`src/rtl/mem_arbiter.sv`:
```
// Two-port arbiter in front of a single-port negedge-sampling RAM.
// Port A fetches, port B loads/stores; one access in flight, three-state req/ack FSM.
module mem_arbiter #(
  parameter int DATA_W    = 16,
  parameter int ADDR_W    = 16,
  parameter int FIXED_PRI = 0
) (
  input  logic              I_clk,
  input  logic              I_rst_n,
  input  logic              I_a_req,
  input  logic [ADDR_W-1:0] I_a_addr,
  output logic              O_a_ack,
  output logic [DATA_W-1:0] O_a_data,
  input  logic              I_b_req,
  input  logic              I_b_we,
  input  logic [ADDR_W-1:0] I_b_addr,
  input  logic [DATA_W-1:0] I_b_wdata,
  output logic              O_b_ack,
  output logic [DATA_W-1:0] O_b_data,
  output logic              O_ram_we,
  output logic [ADDR_W-1:0] O_ram_addr,
  output logic [DATA_W-1:0] O_ram_data,
  input  logic [DATA_W-1:0] I_ram_data,
  output logic              O_busy
);

  typedef enum logic [1:0] {IDLE, ACCESS, RESP} state_t;

  state_t              state, state_nxt;
  logic                last_b, last_b_nxt;
  logic                grant_b;
  logic                a_ack_nxt, b_ack_nxt, ram_we_nxt, busy_nxt;
  logic [DATA_W-1:0]   a_data_nxt, b_data_nxt, ram_data_nxt;
  logic [ADDR_W-1:0]   ram_addr_nxt;

  // last_b doubles as "current grant" once an access has started.
  always_comb begin
    state_nxt    = state;
    last_b_nxt   = last_b;
    grant_b      = 1'b0;
    a_ack_nxt    = O_a_ack;
    b_ack_nxt    = O_b_ack;
    a_data_nxt   = O_a_data;
    b_data_nxt   = O_b_data;
    ram_we_nxt   = O_ram_we;
    ram_addr_nxt = O_ram_addr;
    ram_data_nxt = O_ram_data;
    case (state)
      IDLE: begin
        if (I_a_req || I_b_req) begin
          if (I_a_req && I_b_req)
            grant_b = (FIXED_PRI != 0) ? 1'b1 : ~last_b;
          else
            grant_b = I_b_req;
          last_b_nxt   = grant_b;
          ram_we_nxt   = grant_b & I_b_we;
          ram_addr_nxt = grant_b ? I_b_addr : I_a_addr;
          ram_data_nxt = (grant_b && I_b_we) ? I_b_wdata : '0;
          state_nxt    = ACCESS;
        end
      end
      ACCESS: begin
        // O_ram_we is still high here only for a store, whose reply is zero.
        if (last_b) begin
          b_ack_nxt  = 1'b1;
          b_data_nxt = O_ram_we ? '0 : I_ram_data;
        end else begin
          a_ack_nxt  = 1'b1;
          a_data_nxt = I_ram_data;
        end
        ram_we_nxt = 1'b0;
        state_nxt  = RESP;
      end
      RESP: begin
        a_ack_nxt = 1'b0;
        b_ack_nxt = 1'b0;
        state_nxt = IDLE;
      end
      default: state_nxt = IDLE;
    endcase
    busy_nxt = (state_nxt != IDLE);
  end

  always_ff @(posedge I_clk) begin
    if (!I_rst_n) begin
      state      <= IDLE;
      last_b     <= 1'b1;
      O_a_ack    <= 1'b0;
      O_b_ack    <= 1'b0;
      O_a_data   <= '0;
      O_b_data   <= '0;
      O_ram_we   <= 1'b0;
      O_ram_addr <= '0;
      O_ram_data <= '0;
      O_busy     <= 1'b0;
    end else begin
      state      <= state_nxt;
      last_b     <= last_b_nxt;
      O_a_ack    <= a_ack_nxt;
      O_b_ack    <= b_ack_nxt;
      O_a_data   <= a_data_nxt;
      O_b_data   <= b_data_nxt;
      O_ram_we   <= ram_we_nxt;
      O_ram_addr <= ram_addr_nxt;
      O_ram_data <= ram_data_nxt;
      O_busy     <= busy_nxt;
    end
  end

endmodule
```
`config.mk`:
```
export PLATFORM = sky130hd
export DESIGN_NAME = mem_arbiter
export DESIGN_NICKNAME = d
export VERILOG_FILES = /design/src/rtl/mem_arbiter.sv
export SDC_FILE = /design/constraint.sdc
export NUM_CORES = 1
export LEC_CHECK = 0
export ABC_CLOCK_PERIOD_IN_PS = 1900
export CORE_ASPECT_RATIO = 0.6
export CORE_MARGIN = 2
export CORE_UTILIZATION = 42
export CTS_BUF_LIST = sky130_fd_sc_hd__clkbuf_8
export CTS_CLUSTER_DIAMETER = 150
export DETAILED_ROUTE_END_ITERATION = 8
export PLACE_DENSITY = 0.86
export SLEW_MARGIN = 0
export SYNTH_ARGS = -nofsm -noshare
export SYNTH_HDL_FRONTEND = slang
export SYNTH_SLANG_ARGS = --single-unit
```
`constraint.sdc`:
```
create_clock -name I_clk -period 1.9 [get_ports I_clk]
set_input_delay 0.19 -clock I_clk [delete_from_list [all_inputs] [get_ports I_clk]]
set_output_delay 0.19 -clock I_clk [all_outputs]
set_load 0.05 [all_outputs]
```
==> out/results.tsv <==
stage	metric	value	unit
yosys	Syn Inst Count	339	
run	max cap viols	0	
sta	fin crit share	0.905	
routing	DRT Wirelength	8800	um
sta	RSZ-0062 raised after global routing	no	
sta	final hold violations	0	
sta	final setup vio count	0	
clock_tree	TritonCTS clock tree	built	
routing	detailed-route DRC error count	0	
clock_tree	setup repair bufs after CTS	0	
yosys	Net Count, Synth	408	
floorplan	Boundary Pins	137	
clock_tree	H-tree Lvls	3	
sta	Layout Skew	0.00796	ns
run_status	status	completed	
floorplan	Chip Height	67.4	um
hold_path	min-delay worst type	input pin to flop	
place	hpwl dp	6310	um
clock_tree	clock sink total	71	
layout	proportion of layout cells with a drive suffix above 1	0.0667	
worst_setup_path	flop-to-flop setup slack	0.27	ns
worst_setup_path	crit path max fanout	2	
pwr	leakage power	1.54	nW
sta	Setup TNS	0	ns
worst_setup_path	cell count of the worst reg-to-reg path	3	
worst_setup_path	r2r endpoint	O_ram_addr[11]	
place	GP Congestion	0.792	
routing	DRT iter0 DRCs	233	
sta	hold_ws	0.426	ns
routing	Via Count	2953	
place	Place WS	0.209	ns
sta	min Tclk post-route	1.72	ns
clock_tree	Num CTS Buffers	9	
floorplan	DIE AREA	7390	um^2
yosys	Avg Synthesized Cell Area	8.30	um^2
worst_setup_path	worst path bufs/invs	1	
sta	pin slew with the least headroom to its limit	0.695	ns
sta	Final Max Slew Viols	0	
global_route	GRT Total Usage	0.240	
worst_setup_path	Critical Path Source	O_ram_addr[12]	
routing	post-route ant nets	0	
pwr	Max VDD drop	0.387	mV
clock_tree	# hold bufs at CTS	0	
worst_setup_path	CP Capture Type	primary output	
yosys	synth warn	0	
yosys	Cell variety after synth	29	
routing	vias per cell	5.35	
worst_setup_path	Setup CP Type	flop to primary output	
worst_setup_path	crit-path leading delay family	buffers and inverters	
global_route	global route overflow	0	
yosys	synthesized cell area	2810	um^2
clock_tree	clk slew on worst S/H paths	0.08	ns
clock_tree	clk buf depth	2	
worst_setup_path	Crit. path cell count	1	
place	port bufs	136	
worst_setup_path	Critical Path AT	1.53	ns
sta	worst relative slew slack	0.535	
floorplan	Die X-Extent	110	um
sta	fmax	582	MHz
clock_tree	post_cts resized	0	
layout	Antenna diodes	0	
clock_tree	Root Buffer	clkbuf_8	
routing	routed length per instance	15.9	um
global_route	pin count of the biggest net entering global routing	36	
layout	Final nets	529	
yosys	sequential fraction of the synthesis area	0.505	
layout	area grow syn2layout	58.1	%
floorplan	starting density of the core	0.427	
floorplan	row cnt	23	
worst_setup_path	CP max stage cell	clkdlybuf4s50_1	
worst_setup_path	Critical Path Source Type	flop	
worst_setup_path	worst stage delay on the critical path	0.82	ns
clock_tree	Clk Latency, worst-skew pair	0.34	ns
sta	setup ws final	0.181	ns
floorplan	Core ar.	6590	um^2
worst_setup_path	Crit path required time	1.71	ns
worst_setup_path	CP Capture Point	O_ram_addr[12]	
worst_setup_path	RR Startpoint	state[1]	
yosys	number of synthesized register bits	71	
global_route	vias in the first global route	2718	
worst_setup_path	CP cell instances	clkdlybuf4s50_1	
global_route	first-pass GRT wire length	13500	um
routing	DRT Pass-1 Iters	4	
pwr	power per cell area	914	nW/um^2
global_route	initial antenna violation count	0	
## Yosys cell counts
cell      number  area, um^2
nand2b_1       1        6.26
nand2_1       80         300
nand3_1        1        5.00
nor3_1         2        10.0
or2_1          1        6.26
nand4_1       16         100
a21boi_2       1        11.3
or2_2          1        6.26
dfxtp_1       71        1420
nor2_1         3        11.3
o21ai_1        3        15.0
o21ai_0       16        80.1
a311oi_1      16         140
inv_1          1        3.75
o311ai_1       1        8.76
buf_1          1        3.75
nor2_2         2        12.5
clkinv_1       1        3.75
clkbuf_2       1        5.00
nor3b_4        1        18.8
or3b_1         1        8.76
and3b_1        1        8.76
a211oi_1       1        7.51
nand3b_1      17         128
a21bo_2        1        10.0
buf_4          3        22.5
clkbuf_1      13        48.8
buf_2         15        75.1
a21oi_1       67         335
## worst min path at each step
stage | slack, ns | from | cells past startpoint | to
after global routing | 0.42 | I_b_wdata[8] | 3 | O_ram_data[8]
after floorplan | 0.27 | I_rst_n | 1 | last_b
final | 0.43 | I_a_addr[3] | 3 | O_ram_addr[3]
after detailed placement | 0.45 | O_b_data[5] | 2 | O_b_data[5]
after global placement | 0.44 | O_b_data[0] | 2 | O_b_data[0]
after CTS | 0.40 | I_a_addr[3] | 3 | O_ram_addr[3]
## per-stage QoR
step | cells | area, um^2 | total power (W) | utilization
after global routing | 552 | 4450 | 0.00423 | 0.675
after CTS | 552 | 4450 | 0.00410 | 0.675
after floorplan | 339 | 2810 | 0.00225 | -
after global placement | 536 | 4200 | 0.00263 | 0.638
final | 552 | 4450 | 0.00407 | 0.675
after detailed placement | 536 | 4200 | 0.00265 | 0.638
## state kept, by name, summed over array words and instances, names as in the netlist
name and count:
O_busy 1, last_b 1, O_ram_we 1, O_a_data 16
state 2, O_ram_data 16, O_ram_addr 16, O_a_ack 1
O_b_data 16, O_b_ack 1
## power breakdown
group / internal, W / leakage, nW / switching (W)
registers: 0.00158 / 0.580 / 0.0000665
clock network: 0.000876 / 0.123 / 0.000568
logic: 0.000379 / 0.840 / 0.000596
## cells in the final DEF, fill, tap and decap left out
cell	count
nor2_1	3
clkinv_2	1
buf_12	2
o311ai_1	1
nand2b_1	1
nor3b_4	1
a21bo_2	1
nand3b_1	17
o21ai_0	16
inv_2	1
o21ai_1	3
or2_1	1
nand4_1	16
bufinv_16	3
a211oi_1	1
a21oi_1	67
clkinv_4	3
and3b_1	1
clkbuf_8	9
or2_2	1
nor3_1	2
a311oi_1	16
nand3_1	1
inv_1	1
a21boi_2	1
nand2_1	80
dfxtp_1	71
or3b_1	1
buf_4	6
nor2_2	2
clkdlybuf4s50_1	135
## cells by family (layout without fill, tap and decap cells)
| kind of cell | after synthesis | count (layout) | share of synthesized area |
|---|---|---|---|
| DFF | 71 | 71 | 0.505 |
| and+or+nand+nor | 127 | 127 | 0.221 |
| buffers and inverters | 35 | 161 | 0.0578 |
| AOI/OAI and AO/OA | 106 | 106 | 0.216 |
## per-layer routing
| metal | GRT usage | part of all wire |
|---|---|---|
| met1 | 0.321 | 0.44 |
| met2 | 0.380 | 0.47 |
| met3 | 0.0714 | 0.079 |
| met4 | 0.0665 | 0.0048 |
| met5 | 0 | 0 |
## area by class of cell
class                           instances  area [um^2]
Sequential cell                        71         1420
Fill cell                             536         2140
Tap cell                               87          109
Clock inverter                          7          121
Timing Repair Buffer                  143         1440
Clock buffer                            9          124
Multi-Input combinational cell        233         1230
Inverter                                2         7.51
Power figures use the tool's default switching activity.
